**config.mk**
```make
export PLATFORM = sky130hd
export DESIGN_NAME = regfile_wb_arbiter
export DESIGN_NICKNAME = d
export VERILOG_FILES = /design/src/rtl/regfile_wb_arbiter_pkg.sv /design/src/rtl/regfile_wb_arbiter_rr_arbiter.sv /design/src/rtl/regfile_wb_arbiter.sv
export SDC_FILE = /design/constraint.sdc
export NUM_CORES = 1
export LEC_CHECK = 0
export ABC_AREA = 1
export BUFFER_PORTS_ARGS = -buffer_cell sky130_fd_sc_hd__buf_2
export CORE_AREA = 2 2 91 93
export CTS_CLUSTER_DIAMETER = 40
export DETAILED_ROUTE_END_ITERATION = 6
export DIE_AREA = 0 0 93 95
export GPL_TIMING_DRIVEN = 0
export PLACE_DENSITY = 0.86
export SYNTH_ARGS = -nofsm -noshare
export SYNTH_HDL_FRONTEND = slang
export SYNTH_HIERARCHICAL = 1
export SYNTH_SLANG_ARGS = --single-unit
```
**constraint.sdc**
```tcl
create_clock -name clock -period 3.81 [get_ports clock]
set_input_delay 0.1905 -clock clock [delete_from_list [all_inputs] [get_ports clock]]
set_output_delay 0.1905 -clock clock [all_outputs]
set_load 0.02 [all_outputs]
```
**src/rtl/regfile_wb_arbiter_pkg.sv**
```systemverilog
// rtl/regfile_wb_arbiter_pkg.sv - shared constants for the writeback arbiter
package regfile_wb_arbiter_pkg;

    // Requester slots on the writeback port
    localparam int REQ_ALU     = 0;
    localparam int REQ_MULTDIV = 1;
    localparam int REQ_EXC     = 2;

    // Register file geometry defaults
    localparam int NUM_REQ_DEF = 3;
    localparam int ADDR_W_DEF  = 5;
    localparam int DATA_W_DEF  = 32;

endpackage

```
**src/rtl/regfile_wb_arbiter_rr_arbiter.sv**
```systemverilog
// rtl/regfile_wb_arbiter_rr_arbiter.sv - round-robin grant logic with rotating pointer
module regfile_wb_arbiter_rr_arbiter
    import regfile_wb_arbiter_pkg::*;
#(
    parameter int NUM_REQ = NUM_REQ_DEF,
    localparam int PTR_W  = (NUM_REQ > 1) ? $clog2(NUM_REQ) : 1
) (
    input  logic               clock,
    input  logic               rst_n,
    input  logic [NUM_REQ-1:0] i_valid,
    output logic [NUM_REQ-1:0] o_grant,
    output logic               o_any
);

    logic [PTR_W-1:0]   r_ptr;
    logic [NUM_REQ-1:0] w_grant;
    logic [PTR_W-1:0]   w_idx;
    logic               w_found;

    // Scan from the pointer upward (wrapping) and take the first valid requester;
    // nothing is granted while reset is held.
    always_comb begin
        logic [PTR_W:0]   v_sum;
        logic [PTR_W-1:0] v_pos;
        w_grant = '0;
        w_idx   = '0;
        w_found = 1'b0;
        v_sum   = '0;
        v_pos   = '0;
        for (int k = 0; k < NUM_REQ; k++) begin
            v_sum = {1'b0, r_ptr} + (PTR_W+1)'(k);
            if (v_sum >= (PTR_W+1)'(NUM_REQ)) begin
                v_sum = v_sum - (PTR_W+1)'(NUM_REQ);
            end
            v_pos = v_sum[PTR_W-1:0];
            if (!w_found && i_valid[v_pos]) begin
                w_found        = 1'b1;
                w_idx          = v_pos;
                w_grant[v_pos] = 1'b1;
            end
        end
        if (!rst_n) begin
            w_grant = '0;
            w_found = 1'b0;
        end
    end

    // Pointer moves just past the winner; idle cycles leave it in place.
    always_ff @(posedge clock or negedge rst_n) begin
        if (!rst_n) begin
            r_ptr <= PTR_W'(REQ_ALU);
        end else if (w_found) begin
            r_ptr <= (w_idx == PTR_W'(NUM_REQ - 1)) ? '0 : w_idx + 1'b1;
        end
    end

    assign o_grant = w_grant;
    assign o_any   = w_found;

endmodule

```
**src/rtl/regfile_wb_arbiter.sv**
```systemverilog
// rtl/regfile_wb_arbiter.sv - register file write-port arbiter with pending-write scoreboard
module regfile_wb_arbiter
    import regfile_wb_arbiter_pkg::*;
#(
    parameter int NUM_REQ = NUM_REQ_DEF,
    parameter int DATA_W  = DATA_W_DEF,
    parameter int ADDR_W  = ADDR_W_DEF
) (
    input  logic                      clock,
    input  logic                      ctrl_reset_n,
    input  logic [NUM_REQ-1:0]        req_valid,
    input  logic [NUM_REQ*ADDR_W-1:0] req_reg,
    input  logic [NUM_REQ*DATA_W-1:0] req_data,
    output logic [NUM_REQ-1:0]        req_ready,
    input  logic                      rsv_valid,
    input  logic [ADDR_W-1:0]         rsv_reg,
    output logic [2**ADDR_W-1:0]      busy_mask,
    output logic                      ctrl_writeEnable,
    output logic [ADDR_W-1:0]         ctrl_writeReg,
    output logic [DATA_W-1:0]         data_writeReg
);

    logic [NUM_REQ-1:0]   w_grant;
    logic                 w_any;
    logic [ADDR_W-1:0]    w_sel_reg;
    logic [DATA_W-1:0]    w_sel_data;
    logic [2**ADDR_W-1:0] w_busy_next;
    logic [2**ADDR_W-1:0] r_busy;
    logic                 r_we;
    logic [ADDR_W-1:0]    r_wreg;
    logic [DATA_W-1:0]    r_wdata;

    regfile_wb_arbiter_rr_arbiter #(
        .NUM_REQ (NUM_REQ)
    ) u_rr (
        .clock   (clock),
        .rst_n   (ctrl_reset_n),
        .i_valid (req_valid),
        .o_grant (w_grant),
        .o_any   (w_any)
    );

    assign req_ready = w_grant;

    // One-hot grant lets the winner's slice be picked with a plain OR-mux.
    always_comb begin
        w_sel_reg  = '0;
        w_sel_data = '0;
        for (int i = 0; i < NUM_REQ; i++) begin
            if (w_grant[i]) begin
                w_sel_reg  = w_sel_reg  | req_reg[i*ADDR_W +: ADDR_W];
                w_sel_data = w_sel_data | req_data[i*DATA_W +: DATA_W];
            end
        end
    end

    // Register the winning write; r0 writes are accepted but never enabled.
    always_ff @(posedge clock or negedge ctrl_reset_n) begin
        if (!ctrl_reset_n) begin
            r_we    <= 1'b0;
            r_wreg  <= '0;
            r_wdata <= '0;
        end else if (w_any) begin
            r_we    <= (w_sel_reg != '0);
            r_wreg  <= w_sel_reg;
            r_wdata <= w_sel_data;
        end else begin
            r_we    <= 1'b0;
        end
    end

    // Clear on the completing write, then apply the reservation so a new
    // reservation to the same register survives the clear.
    always_comb begin
        w_busy_next = r_busy;
        if (r_we) begin
            w_busy_next[r_wreg] = 1'b0;
        end
        if (rsv_valid && (rsv_reg != '0)) begin
            w_busy_next[rsv_reg] = 1'b1;
        end
        w_busy_next[0] = 1'b0;
    end

    // Pending-write scoreboard state.
    always_ff @(posedge clock or negedge ctrl_reset_n) begin
        if (!ctrl_reset_n) begin
            r_busy <= '0;
        end else begin
            r_busy <= w_busy_next;
        end
    end

    assign busy_mask        = r_busy;
    assign ctrl_writeEnable = r_we;
    assign ctrl_writeReg    = r_wreg;
    assign data_writeReg    = r_wdata;

endmodule

```
Yosys cells after proc, flatten, opt, wreduce, memory -nomap -nowiden
Index checks and enable logic that the tools add are counted.

storage, ports and cells
  flip-flop bits (word level) = 71
  logic and storage cells = 86
  output and inout port bits = 73

cells by class
  muxes and demuxes = 40
  bitwise operators = 9
  reduce and logical (&&, ||, !) cells = 12
  $lt $le $gt $ge = 13
  equality and inequality tests = 1
  $add $sub $neg = 6

operator list
  kind                                                                number
  two-way mux 32 bit                                                  5
  OR 32 bit                                                           3
  bitwise AND 32 bit                                                  1
  NOT 32 bit                                                          1
  two-way mux 5 bit                                                   3
  two-way mux 2 bit                                                   7
  two-way mux 1 bit                                                   13
  < comparator 5 x 6 -> 1 bit (second input constant)                 2
  two-way mux 3 bit                                                   4
  demux 1 bit (select 5 bit)                                          2
  greater-or-equal comparator 5 x 1 -> 1 bit (second input constant)  2
  OR 5 bit                                                            2
  nonzero test 5 bit                                                  2
  < comparator 2 x 3 -> 1 bit (second input constant)                 3
  logical AND 1 bit                                                   8
  binary-select mux 1 bit (select 2 bit)                              3
  demux 1 bit (select 2 bit)                                          3
  greater-or-equal comparator 2 x 1 -> 1 bit (second input constant)  3
  greater-or-equal comparator 3 x 2 -> 1 bit (second input constant)  2
  OR 3 bit                                                            2
  subtractor 2 bit (second input constant)                            3
  adder 2 x 1 -> 3 bit (second input constant)                        1
  adder 2 x 2 -> 3 bit (second input constant)                        1
  adder 2 x 1 -> 2 bit (second input constant)                        1
  3 further kinds                                                     4

Longest topological paths before layout
Gate-level depths: netlist of the first run.

  word-level depth = 19
  depth in mapped cells = 17

Hierarchy
The synthesis of the first run kept the hierarchy.

by module, submodules not included
  module                         area an instance (µm²)  cells each  times used  seq. area each (µm²)
  regfile_wb_arbiter             3408.3                  421         1           1726.7
  regfile_wb_arbiter_rr_arbiter  419.2                   73          1           50.0

Least setup slack after synthesis of the first run
No wires, ideal clock.

  path kind = register to register
  start point = reg u_rr.r_ptr[0]
  end point = reg r_wdata[10], in the netlist data_writeReg[10]
  data arrival time = 2.387 ns
  buffers on the path = 2
  required time = 3.728 ns
  cell stages (with the launch flop) = 15
  slack = 1.341 ns
  cell sequence = dfrtp_1 -> inv_1 -> ha_1 -> inv_2 -> nand2_1 -> nand3_2 -> nand2_2 -> nand3_2 -> nor2_2 -> nor2_1 -> nor2_1 -> buf_2 -> clkbuf_1 -> nand2_1 -> a31oi_1

between the ends
  elaborated cells on any way between the ends = 51

RTL lines
  element                                                                          RTL line                             text
  from (decl)                                                                      regfile_wb_arbiter_rr_arbiter.sv:15  logic [PTR_W-1:0] r_ptr;
  from (signal assigned)                                                           regfile_wb_arbiter_rr_arbiter.sv:51  r_ptr <= PTR_W'(REQ_ALU);
  from (signal assigned)                                                           regfile_wb_arbiter_rr_arbiter.sv:53  r_ptr <= (w_idx == PTR_W'(NUM_REQ - 1)) ? '0 : w_idx + 1'b1;
  adder 2 x 1 -> 3 bit, or another cell as far along                               regfile_wb_arbiter_rr_arbiter.sv:31  v_sum = {1'b0, r_ptr} + (PTR_W+1)'(k);
  greater-or-equal comparator 3 x 2 -> 1 bit, or another cell as far along         regfile_wb_arbiter_rr_arbiter.sv:32  if (v_sum >= (PTR_W+1)'(NUM_REQ)) begin
  two-way mux 2 bit, or another cell as far along                                  regfile_wb_arbiter_rr_arbiter.sv:32
  < comparator 2 x 3 -> 1 bit (not written as such), or another cell as far along  regfile_wb_arbiter_rr_arbiter.sv:39  w_grant[v_pos] = 1'b1;
  logical AND 1 bit (not written as such), or another cell as far along            regfile_wb_arbiter_rr_arbiter.sv:39
  two-way mux 1 bit (not written as such), or another cell as far along            regfile_wb_arbiter_rr_arbiter.sv:39
  demux 1 bit (select 2 bit), or another cell as far along                         -
  OR 3 bit (no source line) or two-way mux 1 bit (tied branches)                   -
  two-way mux 3 bit or zero test 1 bit (tied branches)                             regfile_wb_arbiter_rr_arbiter.sv:36  if (!w_found && i_valid[v_pos]) begin
  OR 3 bit (no source line) or logical AND 1 bit (tied branches)                   -
  two-way mux 3 bit (*)                                                            regfile_wb_arbiter_rr_arbiter.sv:36
  two-way mux 3 bit (*)                                                            regfile_wb_arbiter_rr_arbiter.sv:42  if (!rst_n) begin
  via req_ready[2]                                                                 regfile_wb_arbiter.sv:14             output logic [NUM_REQ-1:0] req_ready,
  two-way mux 32 bit (*)                                                           regfile_wb_arbiter.sv:50             if (w_grant[i]) begin
  to (signal assigned)                                                             regfile_wb_arbiter.sv:66             r_wdata <= w_sel_data;
  to (decl)                                                                        regfile_wb_arbiter.sv:31             logic [DATA_W-1:0] r_wdata;

The timed path passes the listed nets; every way through them passes the cells marked *. The select of a mux whose other input is x is not followed.
A chain may end at the register's enable or synchronous reset.

Worst setup path after layout of the first run
  start point = reg u_rr.r_ptr[0]
  end point = reg r_wdata[14], in the netlist data_writeReg[14]

between the ends
  cells in the longest elaborated chain, start to end = 17
  elaborated cells on any way between the ends = 51

RTL lines
  element                                                                          RTL line                             text
  adder 2 x 1 -> 3 bit, or another cell as far along                               regfile_wb_arbiter_rr_arbiter.sv:31
  greater-or-equal comparator 3 x 2 -> 1 bit, or another cell as far along         regfile_wb_arbiter_rr_arbiter.sv:32
  two-way mux 2 bit, or another cell as far along                                  regfile_wb_arbiter_rr_arbiter.sv:32
  < comparator 2 x 3 -> 1 bit (not written as such), or another cell as far along  regfile_wb_arbiter_rr_arbiter.sv:39
  logical AND 1 bit (not written as such), or another cell as far along            regfile_wb_arbiter_rr_arbiter.sv:39
  two-way mux 1 bit (not written as such), or another cell as far along            regfile_wb_arbiter_rr_arbiter.sv:39
  demux 1 bit (select 2 bit), or another cell as far along                         -
  OR 3 bit (no source line) or two-way mux 1 bit (tied branches)                   -
  two-way mux 3 bit or zero test 1 bit (tied branches)                             regfile_wb_arbiter_rr_arbiter.sv:36
  OR 3 bit (no source line) or logical AND 1 bit (tied branches)                   -
  two-way mux 3 bit                                                                regfile_wb_arbiter_rr_arbiter.sv:36
  two-way mux 3 bit                                                                regfile_wb_arbiter_rr_arbiter.sv:42
  two-way mux 32 bit                                                               regfile_wb_arbiter.sv:50
  OR 32 bit                                                                        regfile_wb_arbiter.sv:52             w_sel_data = w_sel_data | req_data[i*DATA_W +: DATA_W];
  two-way mux 32 bit                                                               regfile_wb_arbiter.sv:50
  OR 32 bit                                                                        regfile_wb_arbiter.sv:52
  two-way mux 32 bit                                                               regfile_wb_arbiter.sv:50

Parallel ways exist; a longest one is shown, timed or not. The select of a mux whose other input is x is not followed.

==> out/results.env, run 1 <==
NUM-NETS-FINAL=826
SUM_OF_NEGATIVE_SETUP_SLACK_NS=0
CLK_TRANSITION_REPORTED_PATHS_NS=0.08
MAX_FREQ_MHz=368
WORST-ENDPOINT-REQUIRED_NS=4.07
ROUTE.DETAILED.DRC=0
RSZ0062_AT_GRT='false'
GRT_OVERFLOW=0
SYNTH_FP_NETS=620
YOSYS.CELL_TYPES.COUNT=24
DIEWIDTH_UM=93
MULTIINPUTGATEAREA_MM2=0.00178
GRT_START_MAX_NET_PINS=74
DIE_H_UM=95
PLACE.DETAILED.HPWL_UM=9290
COMBINED_FLIP_FLOP_AND_LATCH_CELL_AREA_MM2=0.00178
AREA_GROW_SYN2LAYOUT_PCT=34.7
SYNTH_SEQUENTIAL_AREA_RATIO_PCT=46.4
CORE_MM2=0.00793
CLOCK_SINK_COUNT=71
TIMING.FINAL.MAX_SLEW_VIOLATIONS=0
GRTUSAGETOTAL_PCT=27.2
IO_BUFFERS=193
FIN_WORST_SKEW_NS=0.00788
CRITICAL_PATH_CLASS='reg2reg'
MAX-VDD-IR-DROP_mV=0.453
FINALCOREUTILIZATION_PCT=65.0
DR.PASS1.ITERS=6
DESIGN.DIE.AREA_MM2=0.00884
SYN_AVG_CELL_AREA_UM2=7.75
N_ANTENNA_CELL=0
ROUTEDWLPERCELL_UM=14.9
ANTENNA_VIOLATING_NETS_POST_ROUTE=0
CTS.PATH.MAX_BUFFERS=2
NUMBER_OF_BUFFERS_ADDED_BY_THE_CLOCK_TREE_SYNTHESIS_STEP=9
ROW_COUNT=33
WORST_EP_ARRIVAL_TIME_NS=2.98
MAPPEDNETLISTAREA_MM2=0.00383
LEAKAGE_nW=2.45
NUM-FILL-CELLS=710
IO_PINS=195
FINAL-SETUP-VIOL-COUNT=0
SYNTH_CELLS=494
FIRST_GLOBAL_VIAS=4044
MIN_CLOCK_PERIOD_POST_ROUTE_NS=2.71
PLACE_AREA_MM2=0.00495
POWER.DENSITY_CELL_AREA_mW_PER_MM2=794
POST_SYNTHESIS_REGISTER_BIT_COUNT=71
GP_CONGESTION=0.949
POST_CTS_BUFFERS=0
YS.WARNINGS.COUNT=6
GRT_FIRST_PASS_WIRELENGTH_UM=18800
INITIAL_CORE_UTILIZATION_PCT=48.3
CTS_TREE='done'
NUMBER_OF_HOLD_VIOLATIONS_IN_THE_FINAL_REPORT=0
FINALINSTANCEAREA_MM2=0.00515
MAX_CAP_VIOLATIONS=0
POST_DRT_VIA_CELL_RATIO=5.35
CTS.HTREE.LEVELS=3
MIN-DELAY-PATH-CLASS='in2reg'
WORST_SETUP_PATH_END_KIND='flip-flop'
CLK-INSERTION-DELAY-LATE_NS=0.34
WIRELENGTH_UM=12100
CRITICAL_PATH_PEAK_FANOUT=10
CTS_ROOT_BUF='clkbuf_8'
DR.FIRST_ITER.DRC_COUNT=223
SHARE_OF_POST_ROUTE_CELLS_WITH_DRIVE_STRENGTH_ABOVE_1_PCT=37.3
DESIGN_POWER_TOTAL_mW=4.09
CP-START-KIND='flip-flop'
FIN_CRIT_SH_PCT=71.2
GRT_ANTENNA_BEFORE_REPAIR=0
STATUS='completed'
DR_TOTAL_VIAS=4332
-- state kept, by name, summed over array words and instances, names as in the netlist --
name              flops
ctrl_writeEnable      1
ctrl_writeReg         5
busy_mask            31
data_writeReg        32
u_rr/r_ptr            2
-- per-layer routing --
metal	up-vias	part of all wire [%]	global-route usage (%)	wire length, um
met4	0	2.5	9.68	300
met2	220	52	48.0	6220
met1	2027	37	31.6	4470
li1	2054	-	-	-
met5	-	0	0	0
met3	31	8.9	7.66	1080
-- path summary, 6_finish.rpt --
kind | startpoint | to | slack, ns | cells past startpoint
setup / recovery | u_rr/r_ptr[0]$_DFFE_PN0P_ | data_writeReg[14]$_DFFE_PN0P_ | 1.10 | 14
hold / removal | req_data[59] | data_writeReg[27]$_DFFE_PN0P_ | 0.1 | 3
setup reg to reg | u_rr/r_ptr[0]$_DFFE_PN0P_ | data_writeReg[14]$_DFFE_PN0P_ | 1.10 | 14
hold reg to reg | busy_mask[7]$_DFF_PN0_ | busy_mask[7]$_DFF_PN0_ | 0.50 | 2
max in group asynchronous | ctrl_reset_n | busy_mask[2]$_DFF_PN0_ | 3.08 | 3
min in group asynchronous | ctrl_reset_n | busy_mask[9]$_DFF_PN0_ | 0.38 | 3
-- cells by family after synthesis --
family / count (synthesis) / synth area share [%]
AO/OA/AOI/OAI: 139 / 20.4
other: 1 / 0.0980
buffers and inverters: 61 / 6.96
flip-flops: 71 / 46.4
AND/OR/NAND/NOR: 218 / 24.8
adder cells (fa/ha/maj): 4 / 1.31
-- synthesized netlist by cell type, drive strengths merged --
cell / count / area (um^2)
nand2: 133 / 522
nor3: 8 / 80.1
dfrtp: 71 / 1780
a31oi: 33 / 206
a21oi: 34 / 170
conb: 1 / 3.75
o22ai: 2 / 12.5
buf: 17 / 101
ha: 4 / 50.1
clkbuf: 5 / 18.8
o21ai: 70 / 392
nor2: 50 / 198
inv: 39 / 146
nand3: 27 / 150
-- cell type report --
class                   instances  area share (%)
flip-flops and latches         71            34.5
well taps                     105            2.55
clock inverters                 4           0.874
plain buffers                  22            2.33
multi-input cells             362            34.6
repair buffers                195            19.5
inverters                      39            2.84
clock buffers                  12            2.82
-- worst max-delay path: stages, from the launching register on --
cell and delay (ns):
dfrtp_1 0.42, inv_1 0.08, ha_1 0.41, inv_2 0.11, nand2_1 0.08, nand3_2 0.07, nand2_2 0.10, nand3_2 0.12
inv_1 0.09, a21oi_1 0.06, nor2_1 0.12, buf_2 0.26, clkbuf_1 0.37, nand2_1 0.12, a31oi_1 0.22
-- through the flow --
step	cells	hold slack, ns	setup slack [ns]
after floorplan	494	-0.105	1.34
after global placement	792	0.452	0.979
after detailed placement	793	0.238	1.14
after CTS	810	0.0897	1.11
after global routing	810	0.100	0.775
final	810	0.0957	1.10
-- layout by cell type (no fill, tap or decap), drive strengths merged --
| cell | instances |
|---|---|
| conb | 1 |
| a21oi | 34 |
| bufinv | 1 |
| a31oi | 33 |
| ha | 4 |
| buf | 211 |
| inv | 39 |
| nand3 | 27 |
| clkbuf | 17 |
| o21ai | 70 |
| nor2 | 50 |
| nor3 | 8 |
| nand2 | 133 |
| dfrtp | 71 |
| clkinv | 3 |
| dlygate4sd3 | 1 |
| o22ai | 2 |
-- power breakdown --
part	leakage, nW	total, mW	internal [mW]	switching (mW)
clock network	0.100	0.597	0.318	0.279
logic	1.57	2.22	0.739	1.49
registers	0.785	1.27	1.07	0.200
total	2.45	4.09	2.13	1.97
-- what timing repair did --
item	in CTS	in global routing
hold endpoints to repair	71	0
gates resized for setup	0	0
hold buffers	1	0
endpoints found under the setup margin	0	0
(Power assumes the default switching activity.)
==> inputs of run 2 (changes only) <==
--- a/config.mk
+++ b/config.mk
@@ -5,14 +5,14 @@
 export SDC_FILE = /design/constraint.sdc
 export NUM_CORES = 1
 export LEC_CHECK = 0
-export ABC_AREA = 1
+export ABC_AREA = 0
 export BUFFER_PORTS_ARGS = -buffer_cell sky130_fd_sc_hd__buf_2
-export CORE_AREA = 2 2 91 93
+export CORE_AREA = 2 2 92 94
 export CTS_CLUSTER_DIAMETER = 40
 export DETAILED_ROUTE_END_ITERATION = 6
-export DIE_AREA = 0 0 93 95
+export DIE_AREA = 0 0 94 96
 export GPL_TIMING_DRIVEN = 0
-export PLACE_DENSITY = 0.86
+export PLACE_DENSITY = 0.8
 export SYNTH_ARGS = -nofsm -noshare
 export SYNTH_HDL_FRONTEND = slang
 export SYNTH_HIERARCHICAL = 1
==> constraint.sdc (replaced) <==
create_clock -name clock -period 2.8 [get_ports clock]
set_input_delay 0.14 -clock clock [delete_from_list [all_inputs] [get_ports clock]]
set_output_delay 0.14 -clock clock [all_outputs]
set_load 0.02 [all_outputs]
==> out/results.env, run 2 <==
POWER.INTERNAL_mW=3.22
ROUTE.DETAILED.DRC=2
CLK-INSERTION-DELAY-LATE_NS=0.36
GRT_START_MAX_NET_PINS=76
N_ANTENNA_CELL=0
GP_CONGESTION=0.914
DIEWIDTH_UM=94
DR_TOTAL_VIAS=4030
FINAL_CELL_MIX='buf_2, dfrtp_1, o21ai_0, nor2_1, a21oi_1'
MAX_FREQ_MHz=371
PATH_DELAY_FAMILY='compound AO/OA/AOI/OAI gates'
POWER.SWITCHING_FRACTION_PCT=46.6
LARGEST_REGISTER_FF_COUNT=32
CTS.PATH.MAX_BUFFERS=2
POST_SYNTHESIS_REGISTER_BIT_COUNT=71
SYNTH_SEQUENTIAL_AREA_RATIO_PCT=50.6
ROUTEDWLPERCELL_UM=18.0
GRT_OVERFLOW=0
FIRST_GLOBAL_VIAS=3735
MAX_CAP_VIOLATIONS=0
YOSYS.CELL_TYPES.COUNT=48
WORST-ENDPOINT-REQUIRED_NS=3.02
NUM-NETS-FINAL=693
SLEW_HEADROOM_PCT=37.7
CTS.HTREE.LEVELS=3
WORSTPATHBUFFERINVERTERCOUNT=3
POWER.DENSITY_CELL_AREA_mW_PER_MM2=1220
FIN_CRIT_SH_PCT=96.3
NUMBER_OF_HOLD_VIOLATIONS_IN_THE_FINAL_REPORT=0
HIGHEST-SIGNAL-LAYER='met4'
WORST_SETUP_PATH_END_KIND='flip-flop'
ROW_COUNT=33
VIOLATIONS_IN_THE_FINAL_REPORTS='design-rule violations'
FINALCOREUTILIZATION_PCT=61.5
NUMBER_OF_BUFFERS_ADDED_BY_THE_CLOCK_TREE_SYNTHESIS_STEP=9
SYNTH_COMMONEST_CELLS='dfrtp_1, o21ai_0, nor2_1, a21oi_1, a222oi_1'
DESIGN.DIE.AREA_MM2=0.00902
CLK_TRANSITION_REPORTED_PATHS_NS=0.08
NUM-FILL-CELLS=707
STATUS='complete, but fails checks'
POWER.COMBINATIONAL.FRACTION_PCT=55.6
PLACE.DETAILED.HPWL_UM=8760
SEQUENTIALPOWERSHARE_PCT=30.9
WORST_SETUP_SLACK_POST_DPL_NS=-0.183
SLOWEST_DELAY_NS=0.45
WORST_EP_ARRIVAL_TIME_NS=2.92
SYNTH_EDF_COUNT=0
CRITICAL_PATH_CLASS='reg2reg'
AREA_GROW_SYN2LAYOUT_PCT=41.1
CLOCK_SINK_COUNT=71
IO_PINS=195
FIN_WORST_SKEW_NS=0.0137
MET3ROUTEDLENGTH_UM=1130
DETAILROUTE.WIRELENGTH.MET2_UM=6080
SYNTH_FP_NETS=482
FINALINSTANCEAREA_MM2=0.00495
SYNTH_AREA_LEADER_CELL='dfrtp_1'
LAYOUT.CELLS.NON_FILLER=677
NETLIST_TOP_CELLS_AREA='dfrtp_1, a222oi_1, o21ai_0'
HOLDWS_NS=0.0785
SHARE_OF_POST_ROUTE_CELLS_WITH_DRIVE_STRENGTH_ABOVE_1_PCT=44.2
IO_BUFFERS=192
POWER.SHARE.CLOCK_PCT=13.5
MAX-VDD-IR-DROP_mV=0.688
SYNTH_ASYNC_SR_FLOP_SHARE_PCT=100
MIN_CLOCK_PERIOD_POST_ROUTE_NS=2.70
NUMBER_OF_PLACED_INSTANCES_TAPS_INCLUDED=653
FINAL-SETUP-VIOL-COUNT=0
LEAKAGE_nW=2.25
GRTUSAGETOTAL_PCT=25.8
SYNTH_CELLS=356
GRT_ANTENNA_BEFORE_REPAIR=0
WIRELENGTH_UM=12200
WORSTPATHCELLLIST='inv_2, ha_4, and4bb_2, a31oi_1, o32ai_1, a32oi_1, a21oi_2, buf_4, buf_2, a222oi_1, a21oi_1'
CTS_ROOT_BUF='clkbuf_8'
TIMING.FINAL.MAX_SLEW_VIOLATIONS=0
DESIGN_POWER_TOTAL_mW=6.03
MIN-DELAY-PATH-CLASS='in2reg'
M1WIRELENGTH_UM=4740
DR.FIRST_ITER.DRC_COUNT=374
CORE_MM2=0.00805
TIGHTESTPINTRANSITION_NS=0.935
SYN_AVG_CELL_AREA_UM2=9.86
POST-SYNTH-TOP-AREA-FRACTION_PCT=50.6
SWITCHING_POWER_mW=2.81
SUM_OF_NEGATIVE_SETUP_SLACK_NS=0
ANTENNA_VIOLATING_NETS_POST_ROUTE=0
LAYOUT.CELLS.MOST_COMMON='buf_2'
CP-START-KIND='flip-flop'
PLACE_AREA_MM2=0.00461
POST-SYNTH-TOP-COUNT-CELL='dfrtp_1'
INITIAL_CORE_UTILIZATION_PCT=43.6
CTS_TREE='done'
DIE_H_UM=96
CRITPATHSLOWESTCELL='a222oi_1'
DR.PASS1.ITERS=7
SYNTHFLOPTYPE='dfrtp_1'
YS.WARNINGS.COUNT=6
GRT_FIRST_PASS_WIRELENGTH_UM=18000
CRITICAL_PATH_PEAK_FANOUT=10
MAPPEDNETLISTAREA_MM2=0.00351
POST_DRT_VIA_CELL_RATIO=5.95
POST-ROUTE-WORST-SETUP-SLACK_NS=0.103
[run 2: changes by cell type in the layout (fill, tap and decap cells not counted), sizes merged, moves of 6 or more]
cell,change
a21oi,+6
a222oi,+37
a31oi,-29
clkbuf,+7
inv,-32
nand2,-127
nand3,-20
nand3b,+10
nor2,-6
nor3,-7
o21ai,-6
or3b,+6
[run 2: logic make-up (layout without fill, tap and decap cells)]
| family | after synthesis | after routing | synth area share [%] |
|---|---|---|---|
| other | 1 | 1 | 0.107 |
| AO/OA/AOI/OAI | 161 | 161 | 30.1 |
| flip-flops | 71 | 71 | 50.6 |
| adder cells (fa/ha/maj) | 4 | 4 | 1.43 |
| AND/OR/NAND/NOR | 84 | 84 | 12.6 |
| multiplexers | 3 | 3 | 0.927 |
| buffers and inverters | 32 | 248 | 4.24 |
[run 2: final timing paths]
kind                            depth (start not counted)                      start  slack (ns)                       endpoint
worst max-delay path                                   11  u_rr/r_ptr[0]$_DFFE_PN0P_        0.10  data_writeReg[12]$_DFFE_PN0P_
worst min-delay path                                    2                 rsv_reg[0]        0.08         busy_mask[4]$_DFF_PN0_
worst max register to register                         11  u_rr/r_ptr[0]$_DFFE_PN0P_        0.10  data_writeReg[12]$_DFFE_PN0P_
worst min register to register                          2    busy_mask[27]$_DFF_PN0_        0.51        busy_mask[27]$_DFF_PN0_
max in group asynchronous                               2               ctrl_reset_n        1.68      u_rr/r_ptr[0]$_DFFE_PN0P_
min in group asynchronous                               2               ctrl_reset_n        0.47        busy_mask[30]$_DFF_PN0_
[run 2: area by class of cell]
type                       instances  area [um^2]  share of cell area (%)
sequential                        71         1780                    35.9
multi-input combinational        253         1640                    33.1
timing repair buffer             200         1030                    20.7
buffer                            25          160                    3.23
clock buffer                      11          131                    2.65
tap                              105          131                    2.65
clock inverter                     5         58.8                    1.19
inverter                           7         26.3                   0.531
[run 2: power by group through the flow]
stage | sequential, mW | clock [mW] | combinational, mW
2_1_floorplan | 2.39 | 0 | 1.47
3_3_place_gp | 1.84 | 0 | 3.02
3_5_place_dp | 1.85 | 0 | 3.12
4_1_cts | 1.84 | 0.827 | 3.16
5_1_grt | 1.92 | 0.868 | 3.63
6_report | 1.86 | 0.815 | 3.35
[run 2: timing repair]
action	CTS	global route
hold endpoints to repair	71	0
endpoints found under the setup margin	31	36
pin swaps	3	8
gates resized for setup	10	31
buffers inserted	2	4
cloned	0	1
hold buffers	1	0
[run 2: layer usage]
layer | vias to the layer above | track usage [%]
met5 | - | 0
met4 | 0 | 11.2
met3 | 24 | 6.66
met2 | 261 | 41.9
met1 | 1938 | 32.7
li1 | 1807 | -
==> inputs of run 3 (changes only) <==
==> constraint.sdc (replaced) <==
create_clock -name clock -period 2.8 [get_ports clock]
set_input_delay 0.84 -clock clock [delete_from_list [all_inputs] [get_ports clock]]
set_output_delay 0.84 -clock clock [all_outputs]
set_load 0.02 [all_outputs]
==> out/results.env, run 3 (synthesis gave the netlist of run 2 again) <==
STATUS='complete, but fails checks'
VIOLATIONS_IN_THE_FINAL_REPORTS='design-rule violations, negative setup slack'
IO_BUFFERS=192
PLACE.DETAILED.HPWL_UM=8750
WORSTPATHCELLLIST='ha_4, and4bb_2, a31oi_4, o32ai_4, a32oi_2, a21oi_2, buf_4'
WORST_SETUP_PATH_END_KIND='primary output'
FINAL-SETUP-VIOL-COUNT=3
CLK_TRANSITION_REPORTED_PATHS_NS=0.08
MIN-DELAY-PATH-CLASS='in2async'
CTS.PATH.MAX_BUFFERS=2
POWER.DENSITY_CELL_AREA_mW_PER_MM2=1220
CRITICAL_PATH_PEAK_FANOUT=4
LEAKAGE_nW=2.27
SWITCHING_POWER_mW=2.89
ROUTEDWLPERCELL_UM=17.9
CTS.HTREE.LEVELS=3
CORE_MM2=0.00805
GRTUSAGETOTAL_PCT=26.8
GRT_ANTENNA_BEFORE_REPAIR=0
N_ANTENNA_CELL=0
IO_PINS=195
WORST-ENDPOINT-REQUIRED_NS=1.96
INITIAL_CORE_UTILIZATION_PCT=43.6
CRITPATHSLOWESTCELL='dfrtp_2'
CTS_HOLD_BUFFERS=0
POST-ROUTE-WORST-SETUP-SLACK_NS=-0.147
SEQUENTIALPOWERSHARE_PCT=30.3
DR_TOTAL_VIAS=4028
DIEWIDTH_UM=94
POWER.COMBINATIONAL.FRACTION_PCT=56.3
ROW_COUNT=33
POWER.SWITCHING_FRACTION_PCT=46.9
DR.FIRST_ITER.DRC_COUNT=329
FIN_CRIT_SH_PCT=105
FINAL_CELL_MIX='buf_2, dfrtp_1, o21ai_0, nor2_1, a21oi_1'
RSZ0062_AT_GRT='true'
MAX_FREQ_MHz=339
NUM-NETS-FINAL=692
WORST_EP_ARRIVAL_TIME_NS=2.11
TIMING.FINAL.MAX_SLEW_VIOLATIONS=0
FINALINSTANCEAREA_MM2=0.00505
SLEW_HEADROOM_PCT=63.6
GRT_START_MAX_NET_PINS=76
ANTENNA_VIOLATING_NETS_POST_ROUTE=0
CRITICAL_PATH_CLASS='reg2out'
GRT_OVERFLOW=0
ROUTE.DETAILED.DRC=20
CP-START-KIND='flip-flop'
R2R-START='u_rr/r_ptr[1]$_DFFE_PN0P_'
R2R_SETUP_SLACK_NS=0.10
MAX-VDD-IR-DROP_mV=0.682
TIGHTESTPINTRANSITION_NS=0.545
LAYOUT.CELLS.NON_FILLER=676
MAX_CAP_VIOLATIONS=0
CLK-INSERTION-DELAY-LATE_NS=0.35
AREA_GROW_SYN2LAYOUT_PCT=44.0
CLOCK_SINK_COUNT=71
DIE_H_UM=96
LARGEST_REGISTER_FF_COUNT=32
DR.PASS1.ITERS=7
DESIGN.DIE.AREA_MM2=0.00902
NUMBER_OF_BUFFERS_ADDED_BY_THE_CLOCK_TREE_SYNTHESIS_STEP=9
MIN_CLOCK_PERIOD_POST_ROUTE_NS=2.95
GRT_FIRST_PASS_WIRELENGTH_UM=18600
CTS_TREE='done'
NUM-FILL-CELLS=694
NUMBER_OF_PLACED_INSTANCES_TAPS_INCLUDED=653
POWER.INTERNAL_mW=3.27
SLOWEST_DELAY_NS=0.46
SHARE_OF_POST_ROUTE_CELLS_WITH_DRIVE_STRENGTH_ABOVE_1_PCT=45.9
NUMBER_OF_HOLD_VIOLATIONS_IN_THE_FINAL_REPORT=0
CRITICAL_PATH.STARTPOINT='u_rr/r_ptr[1]$_DFFE_PN0P_'
POST_DRT_VIA_CELL_RATIO=5.96
PLACE_AREA_MM2=0.00463
CTS_ROOT_BUF='clkbuf_8'
POWER.SHARE.CLOCK_PCT=13.4
FIRST_GLOBAL_VIAS=3687
WIRELENGTH_UM=12100
FIN_WORST_SKEW_NS=0.0100
GP_CONGESTION=0.885
SUM_OF_NEGATIVE_SETUP_SLACK_NS=-0.364
LAYOUT.CELLS.MOST_COMMON='buf_2'
==> run 3: cell count changes in the layout (fill, tap and decap cells not counted), moves of 2 or more <==
cell      previous run  this run
a31oi_4              0         2
clkbuf_4             6         3
nor2_1              41        39
buf_2              195       191
clkbuf_2             2         5
buf_1                3         5
==> run 3: worst paths after layout <==
kind / endpoint / cells after the start
worst max-delay path: req_ready[1] / 7
worst min-delay path: busy_mask[25]$_DFF_PN0_ / 1
worst max register to register: ctrl_writeEnable$_DFF_PN0_ / 10
worst min register to register: busy_mask[25]$_DFF_PN0_ / 2
max in group asynchronous: u_rr/r_ptr[1]$_DFFE_PN0P_ / 1
min in group clock: busy_mask[25]$_DFF_PN0_ / 2
==> run 3: power groups by stage <==
stage / Sequential (mW) / Clock [mW] / Combinational, mW
after floorplan: 2.39 / 0 / 1.49
after global placement: 1.84 / 0 / 3.04
after detailed placement: 1.85 / 0 / 3.12
after CTS: 1.86 / 0.836 / 3.39
after global routing: 1.93 / 0.883 / 3.78
final: 1.87 / 0.824 / 3.47
==> run 3: repair_timing <==
action                                  in CTS  in global routing
buffers inserted                             7                  1
pin swaps                                   10                 13
endpoints found under the setup margin      34                 34
resized for setup                           30                 19
==> run 3: critical path, delay by kind of cell (launching register included) <==
family	cells	cell delay [ns]
AOI/OAI and AO/OA	4	0.58
adders and majority gates	1	0.30
buffers and inverters	1	0.16
DFF	1	0.46
and+or+nand+nor	1	0.25
==> run 3: per-layer routing <==
layer / wire [um] / vias to the layer above / part of all wire, % / GRT usage (%)
li1: - / 1805 / - / -
met5: 0 / - / 0 / 0
met1: 4820 / 1949 / 40 / 35.2
met4: 268 / 0 / 2.2 / 12.2
met3: 1130 / 25 / 9.3 / 4.62
met2: 5900 / 249 / 49 / 43.7
==> run 3: per-stage QoR <==
stage | util, % | power [mW] | setup WS [ns] | hold slack (ns)
6_report | 62.8 | 6.16 | -0.147 | 0.443
5_1_grt | 62.8 | 6.59 | -0.255 | 0.481
4_1_cts | 62.4 | 6.09 | -0.124 | 0.457
3_5_place_dp | 57.5 | 4.98 | -0.441 | 0.497
3_3_place_gp | 57.5 | 4.88 | -0.875 | 0.482
2_1_floorplan | - | 3.88 | 0.0168 | 0.510
==> run 3: area by class of cell <==
cell class                      instances  area, um^2  area share [%]
Buffer                                 24         133            2.62
Timing Repair Buffer                  200        1040            20.6
Clock inverter                          6        68.8            1.36
Inverter                                7        28.8           0.569
Clock buffer                           10         128            2.52
Tap cell                              105         131            2.60
Multi-Input combinational cell        253        1750            34.5
Sequential cell                        71        1780            35.2
